**src/rtl/mips_pkg.sv**
```systemverilog
`timescale 1ns/1ps
`default_nettype none
// ============================================================================
// Module   : mips_pkg
// Purpose  : Shared types and constants for the MIPS pipeline front end.
//            - fetchStateT : fetch-stage state encoding
//            - NOP_INSTR   : instruction word used for pipeline bubbles
//            - DEFAULT_RESET_PC : PC loaded on reset unless overridden
// Revision : 1.0 - initial release
// ============================================================================
package mips_pkg;

    typedef enum logic [1:0] {
        FETCH = 2'd0,   // request outstanding at PCF
        HOLD  = 2'd1,   // fetched word parked in buffer while stalled
        DRAIN = 2'd2    // redirect taken, old request still in flight
    } fetchStateT;

    localparam logic [31:0] NOP_INSTR        = 32'h0000_0000;
    localparam logic [31:0] DEFAULT_RESET_PC = 32'h0000_0000;

endpackage : mips_pkg
`default_nettype wire

```
**src/rtl/if_id_reg.sv**
```systemverilog
`timescale 1ns/1ps
`default_nettype none
// ============================================================================
// Module   : if_id_reg
// Purpose  : IF/ID pipeline register.
// Ports    : clk, rst        - clock, synchronous active-high reset
//            en              - register may change this cycle (else holds)
//            clr             - with en: insert a bubble (NOP, not valid)
//            load            - with en and no clr: capture a real instruction
//            instrIn/pcPlus4In - instruction word and PC+4 to capture
//            InstrD/PCPlus4D/ValidD - registered decode-stage view
// Revision : 1.0 - initial release
// ============================================================================
module if_id_reg
    import mips_pkg::*;
#(
    parameter int unsigned PC_W = 32
) (
    input  logic            clk,
    input  logic            rst,
    input  logic            en,
    input  logic            clr,
    input  logic            load,
    input  logic [31:0]     instrIn,
    input  logic [PC_W-1:0] pcPlus4In,
    output logic [31:0]     InstrD,
    output logic [PC_W-1:0] PCPlus4D,
    output logic            ValidD
);

    always_ff @(posedge clk) begin
        if (rst) begin
            InstrD   <= NOP_INSTR;
            PCPlus4D <= '0;
            ValidD   <= 1'b0;
        end else if (en) begin
            if (clr) begin
                InstrD   <= NOP_INSTR;
                PCPlus4D <= '0;
                ValidD   <= 1'b0;
            end else if (load) begin
                InstrD   <= instrIn;
                PCPlus4D <= pcPlus4In;
                ValidD   <= 1'b1;
            end
        end
    end

endmodule : if_id_reg
`default_nettype wire

```
**src/rtl/fetch_stage.sv**
```systemverilog
`timescale 1ns/1ps
`default_nettype none
// ============================================================================
// Module   : fetch_stage
// Purpose  : Instruction-fetch front end of the 5-stage MIPS pipeline. Owns
//            PCF and the IF/ID register, fetches over a req/ready handshake
//            and applies decode-resolved branch/jump redirects with a single
//            bubble (no delay slot).
// Ports    : clk, rst              - clock, synchronous active-high reset
//            StallF, StallD        - hazard-unit stalls (OR-ed together)
//            PCSrcD, JumpD         - branch taken / jump, resolved in decode
//            PCBranchD, PCJumpD    - redirect targets (jump wins)
//            imem_req, imem_addr   - fetch request and word address
//            imem_ready, imem_rdata - response strobe and instruction word
//            InstrD, PCPlus4D, ValidD - IF/ID outputs to decode
//            FetchWaitF            - a bubble is being inserted by fetch
// Revision : 1.0 - initial release
// ============================================================================
module fetch_stage
    import mips_pkg::*;
#(
    parameter int unsigned     PC_W     = 32,
    parameter logic [PC_W-1:0] RESET_PC = PC_W'(DEFAULT_RESET_PC)
) (
    input  logic            clk,
    input  logic            rst,
    input  logic            StallF,
    input  logic            StallD,
    input  logic            PCSrcD,
    input  logic            JumpD,
    input  logic [PC_W-1:0] PCBranchD,
    input  logic [PC_W-1:0] PCJumpD,
    output logic            imem_req,
    output logic [PC_W-1:0] imem_addr,
    input  logic            imem_ready,
    input  logic [31:0]     imem_rdata,
    output logic [31:0]     InstrD,
    output logic [PC_W-1:0] PCPlus4D,
    output logic            ValidD,
    output logic            FetchWaitF
);

    fetchStateT      r_state;
    logic [PC_W-1:0] r_pcF;
    logic [PC_W-1:0] r_redirPc;
    logic [31:0]     r_bufInstr;

    logic            w_stall;
    logic            w_redirect;
    logic [PC_W-1:0] w_target;
    logic [PC_W-1:0] w_pcPlus4;
    logic            w_regEn;
    logic            w_regClr;
    logic            w_regLoad;
    logic [31:0]     w_loadInstr;

    // A mismatch between the two stalls is treated conservatively as a stall.
    assign w_stall    = StallF | StallD;
    // Only a real, non-stalled decode instruction may redirect fetch.
    assign w_redirect = (PCSrcD | JumpD) & ValidD & ~StallD;
    assign w_target   = JumpD ? PCJumpD : PCBranchD;
    assign w_pcPlus4  = r_pcF + PC_W'(4);   // wraps modulo 2^PC_W

    assign imem_req   = (r_state == FETCH) | (r_state == DRAIN);
    assign imem_addr  = {r_pcF[PC_W-1:2], 2'b00};
    assign FetchWaitF = ((r_state == FETCH) & ~imem_ready & ~w_stall)
                      | (r_state == DRAIN);

    // IF/ID control. en=0 means the register holds; in DRAIN it keeps the
    // bubble inserted when the redirect was taken.
    always_comb begin
        w_regEn     = 1'b0;
        w_regClr    = 1'b0;
        w_regLoad   = 1'b0;
        w_loadInstr = imem_rdata;
        case (r_state)
            FETCH: begin
                if (w_redirect) begin
                    w_regEn  = 1'b1;
                    w_regClr = 1'b1;
                end else if (w_stall) begin
                    w_regEn  = 1'b0;
                end else if (imem_ready) begin
                    w_regEn   = 1'b1;
                    w_regLoad = 1'b1;
                end else begin
                    w_regEn  = 1'b1;
                    w_regClr = 1'b1;
                end
            end
            HOLD: begin
                if (w_redirect) begin
                    w_regEn  = 1'b1;
                    w_regClr = 1'b1;
                end else if (!w_stall) begin
                    w_regEn     = 1'b1;
                    w_regLoad   = 1'b1;
                    w_loadInstr = r_bufInstr;
                end
            end
            default: begin
                w_regEn = 1'b0;
            end
        endcase
    end

    // PC / state machine. The request address stays fixed until the cycle
    // imem_ready is seen, so a redirect that arrives while a request is
    // pending is parked in r_redirPc until the old response drains.
    always_ff @(posedge clk) begin
        if (rst) begin
            r_state    <= FETCH;
            r_pcF      <= RESET_PC;
            r_redirPc  <= '0;
            r_bufInstr <= NOP_INSTR;
        end else begin
            case (r_state)
                FETCH: begin
                    if (w_redirect && imem_ready) begin
                        r_pcF <= w_target;
                    end else if (w_redirect) begin
                        r_redirPc <= w_target;
                        r_state   <= DRAIN;
                    end else if (w_stall && imem_ready) begin
                        r_bufInstr <= imem_rdata;
                        r_state    <= HOLD;
                    end else if (!w_stall && imem_ready) begin
                        r_pcF <= w_pcPlus4;
                    end
                end
                HOLD: begin
                    if (w_redirect) begin
                        r_pcF   <= w_target;
                        r_state <= FETCH;
                    end else if (!w_stall) begin
                        r_pcF   <= w_pcPlus4;
                        r_state <= FETCH;
                    end
                end
                DRAIN: begin
                    if (imem_ready) begin
                        r_pcF   <= r_redirPc;
                        r_state <= FETCH;
                    end
                end
                default: begin
                    r_state <= FETCH;
                end
            endcase
        end
    end

    if_id_reg #(
        .PC_W (PC_W)
    ) u_ifIdReg (
        .clk       (clk),
        .rst       (rst),
        .en        (w_regEn),
        .clr       (w_regClr),
        .load      (w_regLoad),
        .instrIn   (w_loadInstr),
        .pcPlus4In (w_pcPlus4),
        .InstrD    (InstrD),
        .PCPlus4D  (PCPlus4D),
        .ValidD    (ValidD)
    );

endmodule : fetch_stage
`default_nettype wire

```
**config.mk**
```make
export PLATFORM = sky130hd
export DESIGN_NAME = fetch_stage
export DESIGN_NICKNAME = d
export VERILOG_FILES = /design/src/rtl/mips_pkg.sv /design/src/rtl/if_id_reg.sv /design/src/rtl/fetch_stage.sv
export SDC_FILE = /design/constraint.sdc
export NUM_CORES = 1
export LEC_CHECK = 0
export ABC_AREA = 1
export CORE_UTILIZATION = 35
export CTS_CLUSTER_SIZE = 16
export DETAILED_ROUTE_END_ITERATION = 6
export GPL_TIMING_DRIVEN = 0
export PLACE_DENSITY_LB_ADDON = 0.12
export SETUP_SLACK_MARGIN = 0.4
export SYNTH_ARGS = -nofsm -noshare
export SYNTH_HDL_FRONTEND = slang
export SYNTH_SLANG_ARGS = --single-unit
```
**constraint.sdc**
```tcl
create_clock -name clk -period 2.2 [get_ports clk]
set_input_delay 0.33 -clock clk [delete_from_list [all_inputs] [get_ports clk]]
set_output_delay 0.33 -clock clk [all_outputs]
set_load 0.1 [all_outputs]
```
### Word-level counts from Yosys, hierarchy flattened

Cells that the tools add are included.

* equality and inequality tests: 9
* bitwise gates (word level): 13
* reduce and logical (&&, ||, !) cells: 13
* add/subtract/negate cells: 1
* multiplexer cells: 38

Operators with widths (count)
* 32-bit two-way mux: 15
* 32-bit one-hot mux with 3 select lines: 1
* 32-bit by 3-bit adder with 32-bit output (second input constant): 1
* 1-bit two-way mux: 13
* 2-bit two-way mux: 6
* 4-bit AND reduction: 2
* 3-bit by 2-bit != test with 1-bit output (second input constant): 2
* 3-bit != test (second input constant): 2
* 2-bit one-hot mux with 3 select lines: 1
* 6-bit AND reduction: 1
* 1-bit NOT: 5
* 1-bit bitwise AND: 4
* 2-bit != test (second input constant): 2
* 1-bit OR: 4
* 1-bit one-hot mux with 2 select lines: 2
* 1-bit logical AND: 3
* 3-bit by 1-bit != test with 1-bit output (second input constant): 1
* 3-bit AND reduction: 1
* 3-bit nonzero test: 1
* 2-bit by 1-bit == test with 1-bit output (second input constant): 1
* 2-bit == test (second input constant): 1
* 2-bit zero test: 1
* 2-bit AND reduction: 1
* 2-bit nonzero test: 1
* 2 further kinds: 2

* output and inout port bits: 99
* word-level logic and storage cells: 81
* register bits: 163

### Longest topological paths before layout

* depth in word-level cells: 8
* mapped depth: 12
* depth with buffers taken out: 12

### Hierarchy

Synthesis repeated with hierarchy kept, for this count alone.

* cell total of the unflattened synthesis: 1506
* area, all modules: 9312.7 µm²

Modules (own cells, without submodules)
* fetch_stage: cells an instance 1088, sequential area each 1961.9 µm², area each 6553.8 µm², instances 1
* if_id_reg: cells an instance 418, sequential area each 1301.2 µm², area each 2758.9 µm², instances 1

### Worst setup path before layout

OpenSTA, ideal clock, no wires.

* path kind: flip-flop to flip-flop
* start: register u_ifIdReg.ValidD
* end: register r_pcF[22]
* buffers on the path: 1
* cell stages (with the launch flop): 9
* clock period less this slack: 2.188 ns
* arrival: 2.069 ns
* path slack: 0.012 ns
* required time: 2.080 ns
* cells stage by stage: dfxtp_1 o21ai_2 nor2_4 nand2_4 inv_2 buf_2 a21oi_1 a21oi_1 a21oi_1

* word-level cells in the longest chain between the ends: 5
* elaborated cells on any way between the ends: 11
* those cells by class: 4 x eq/ne; 3 x mux; 2 x bitwise; 2 x reduce/logical

Ends and longest elaborated chain
* start: declaration: line if_id_reg.sv:28 `output logic ValidD`
* start signal: assignment: line if_id_reg.sv:35 `ValidD <= 1'b0;`
* start signal: assignment: line if_id_reg.sv:40 `ValidD <= 1'b0;`
* start signal: assignment: line if_id_reg.sv:44 `ValidD <= 1'b1;`
* 1-bit bitwise AND * (2 in series): line fetch_stage.sv:60 `assign w_redirect = (PCSrcD | JumpD) & ValidD & ~StallD;`
* 1-bit logical AND: line fetch_stage.sv:119 `if (w_redirect && imem_ready) begin`
* 3-bit by 1-bit != test with 1-bit output (no line), or another cell as far along
* 6-bit AND reduction (no line) / 32-bit one-hot mux with 3 select lines (equally long branches)
* end signal: assignment: line fetch_stage.sv:120 `r_pcF <= w_target;`
* end signal: assignment: line fetch_stage.sv:128 `r_pcF <= w_pcPlus4;`
* end signal: assignment: line fetch_stage.sv:133 `r_pcF <= w_target;`
* end: declaration: line fetch_stage.sv:44 `logic [PC_W-1:0] r_pcF;`

Mark *: on every way between the ends. The rest lies on a longest branch, timed or not.
A chain may end at the register's enable or synchronous reset.

### Final worst setup path

* start: register r_state[1]
* end: output FetchWaitF

* word-level cells in the longest chain between the ends: 4
* elaborated cells on any way between the ends: 5
* those cells by class: 1 x eq/ne; 3 x bitwise; 1 x reduce/logical

Ends and longest elaborated chain
* start: declaration: line fetch_stage.sv:43 `fetchStateT r_state;`
* start signal: assignment: line fetch_stage.sv:112 `r_state <= FETCH;`
* start signal: assignment: line fetch_stage.sv:123 `r_state <= DRAIN;`
* start signal: assignment: line fetch_stage.sv:126 `r_state <= HOLD;`
* 2-bit zero test: line fetch_stage.sv:66 `assign FetchWaitF = ((r_state == FETCH) & ~imem_ready & ~w_stall)`
* 1-bit bitwise AND (2 in series): line fetch_stage.sv:66
* 1-bit OR *: line fetch_stage.sv:67 `| (r_state == DRAIN);`
* end: declaration: line fetch_stage.sv:40 `output logic FetchWaitF`

Marks and branches as above.

==> flow_summary.ini <==
[cts]
clk_path_buf_depth = 2
cts_sinks = 163
cts-hold-fix-buffers = 0
htree_levels = 4
clockRootBuffer = clkbuf_16
clk_pin_slew_ns = 0.07
cts_tree = yes
cts_buffers = 17
worstSkewPairLatency_ns = 0.44

[global_route]
first_global_vias = 8743
grt_max_degree = 19
antenna_found_initial = 1
grt-ovfl-total = 0
grtUsageTotal = 0.2480
grt_pass1_wl_mm = 49.76

[worst_setup_path]
worstReg2RegEnd = u_ifIdReg.PCPlus4D[3]
start_kind = flip-flop
path_buf_inv = 3
required_ns = 1.87
end_kind = output port
r2r-start = r_state[1]
r2r_cells = 10
path_class = reg2out
crit_path_max_incr_delay_ns = 0.35
rrSetupSlack_ns = 0.42
critPathArrivalTime_ns = 1.54
cpLargestDelayFamily = flip-flops
cpMostUsedCell = nand2_2
slowest_stage = dfxtp_4
cp_cell_sequence = inv_2 > ha_4 > inv_4 > nor2_4 > nand2_2 > nand2_2 > buf_12
crit_fanout = 3

[logic_synthesis]
netlist_area_sq_um = 8864
synthFlopType = dfxtp_1
synth_fa_ha_area_frac = 0.007058
ys_ff_latch = 163
synth_compound_area_frac = 0.2157
synth_top_family_by_area = simple AND/OR/NAND/NOR gates
synth_simple_gate_area_frac = 0.2706
ys_types = 39
ys_warn_count = 0
synth_xor_area_frac = 0.01186
syn_inst = 1338
synthMuxAreaShare = 0.01920
synth-seq-area-share = 0.3682
synth_edf_count = 0
syn_area_per_cell_sq_um = 6.624
async_reset_ff_frac = 0

[timing]
hold_viol = 0
clock_skew_ns = 0.01550
drv_slew = 0
slew-limit-headroom = 0.5990
tightest_slew_ns = 0.6015
finalCritPeriodShare = 0.8478
period_minus_slack_ns = 1.865
fmax_mhz = 536.2
setup-violations-final = 0
grt_setup_unrepaired = true
setup_tns_ns = 0

[drt]
viasPerCell = 4.981
routedWlPerCell_um = 16.78
num_vias = 9524
drc_errors = 0
drt_pre_antenna_iters = 6
antenna_left = 0
initialDrtViolationCount = 887
wirelength_mm = 32.08

[floorplan]
ios = 202
start_util = 0.3602
core_area_sq_um = 24600
die_area_sq_um = 25960
rows = 57
die_w_um = 161.1
die_h_um = 161.1

[placement]
port_buffers = 198
placed_cells = 1861
place.gp.congestion = 0.9506
hpwl_mm = 24.43
placed_area_sq_um = 11260

[power_and_ir_drop]
p_leak_nw = 5.156
powerDensity_nw_per_um2 = 1258
vdd_drop_max_uv = 923.7

[job]
drv_cap = 0

[outcome]
status = finished clean

[finish]
drive_above_1_share = 0.2224
final_area_sq_um = 12410
fin_cells = 1912
area_growth_pct = 40.06
layout.nets = 1682

[hold_path]
min_to = r_redirPc[7]
hold_depth = 4
hold_path.startpoint = JumpD
min_path_type = in2reg
==> where the power goes <==
| part | switching (mW) | internal, mW |
|---|---|---|
| clock | 1.47 | 1.52 |
| combinational | 6.10 | 2.51 |
| sequential | 0.468 | 3.55 |
==> registers in the layout, summed over array words and instances, names as in the netlist <==
signal,count
r_pcF,32
r_state,2
u_ifIdReg.PCPlus4D,32
u_ifIdReg.InstrD,32
r_bufInstr,32
u_ifIdReg.ValidD,1
r_redirPc,32
==> routing by layer <==
layer	track usage	vias up	wire [um]
met4	0.07161	0	628
li1	-	4821	-
met1	0.3526	4324	15280
met5	0	-	0
met2	0.3764	342	13900
met3	0.05008	37	2271
==> per-stage QoR <==
| step | setup slack, ns | hold WS [ns] | power, mW | utilization |
|---|---|---|---|---|
| 2_1_floorplan | 0.5159 | 0.4245 | 9.677 | - |
| 3_3_place_gp | -0.5907 | 0.4337 | 11.94 | 0.4577 |
| 3_5_place_dp | -0.5924 | 0.4390 | 11.95 | 0.4577 |
| 4_1_cts | 0.3203 | 0.3925 | 15.10 | 0.4878 |
| 5_1_grt | 0.2842 | 0.4208 | 16.42 | 0.5045 |
| 6_report | 0.3349 | 0.3747 | 15.61 | 0.5046 |
==> worst max-delay path by stage <==
stage | startpoint | end | slack, ns | depth (start not counted)
after floorplan | r_state[0] | r_pcF[13] | 0.52 | 7
after global placement | imem_ready | FetchWaitF | -0.59 | 5
after detailed placement | imem_ready | FetchWaitF | -0.59 | 5
after CTS | r_state[1] | FetchWaitF | 0.32 | 7
after global routing | r_state[0] | FetchWaitF | 0.28 | 7
final | r_state[1] | FetchWaitF | 0.33 | 7
==> worst reg2reg max path: stages, from the launching register on <==
cell and delay [ns]:
dfxtp_4 0.35, inv_2 0.08, ha_2 0.30, inv_2 0.08
nand2_2 0.11, nand2_2 0.08, nand3_4 0.11, clkinvlp_4 0.17
buf_4 0.18, a22oi_1 0.14, nor2_1 0.06
==> area by class of cell <==
type,instances,area [sq um]
Antenna cell,1,2.502
Buffer,109,729.5
Clock buffer,17,425.4
Clock inverter,15,161.4
Fill cell,2515,12190
Inverter,89,352.8
Multi-Input combinational cell,978,4927
Sequential cell,163,3306
Tap cell,324,405.4
Timing Repair Buffer,215,2097
Timing Repair inverter,1,7.507
==> synth_stat cells, types with 3 or more instances <==
cell      number  share of area
nand2_1      394           0.17
a21oi_1      189           0.11
dfxtp_1      163           0.37
o21ai_0      126          0.071
nor2_1       107          0.045
inv_1         83          0.035
nand3_1       51          0.029
clkbuf_1      40          0.017
buf_4         38          0.032
buf_2         25          0.014
mux2i_1       17          0.019
a22oi_1       14          0.012
a211oi_1      11         0.0093
a31oi_1        9         0.0064
xor2_1         9         0.0089
inv_2          6         0.0025
nor2_2         6         0.0042
ha_1           5         0.0071
nand2_2        5         0.0035
nand3b_1       5         0.0042
nor2_4         5         0.0064
nand2_4        4         0.0051
buf_6          3         0.0038
o21ai_1        3         0.0017
xnor2_1        3         0.0030
==> logic make-up after synthesis <==
logic type	count (synthesis)
simple gates	583
compound gates	359
buf+inv	198
flops	163
mux	17
xor+xnor	12
fa+ha+maj	5
other cells	1
==> what timing repair did <==
action / 4_1_cts / 5_1_grt
setup buffers: 9 / 8
gates cloned: 0 / 1
hold endpoints to repair: 0 / 0
endpoints found under the setup margin: 225 / 142
gates resized for setup: 414 / 165
pin swaps: 3 / 11
==> cells in the final DEF, fill, tap and decap left out, drive strengths merged <==
cell type | synthesis | routed
o31ai | 1 | 1
o21ai | 131 | 131
dlymetal6s2s | 0 | 1
nand3 | 52 | 52
a31oi | 9 | 9
nand3b | 5 | 5
clkinv | 0 | 6
mux2i | 17 | 17
a22oi | 14 | 14
clkbuf | 43 | 62
o211ai | 3 | 3
a21oi | 189 | 189
inv | 89 | 96
diode | 0 | 1
ha | 5 | 5
and2 | 2 | 2
conb | 1 | 2
buf | 66 | 113
clkinvlp | 0 | 3
a211oi | 11 | 11
clkdlybuf4s15 | 0 | 65
nor2 | 119 | 119
dfxtp | 163 | 163
or2 | 1 | 1
clkdlybuf4s50 | 0 | 100
xor2 | 9 | 9
o21bai | 1 | 1
nand2 | 403 | 403
xnor2 | 3 | 3
nand4 | 1 | 1
No activity file was read; power rests on OpenSTA's default activity.
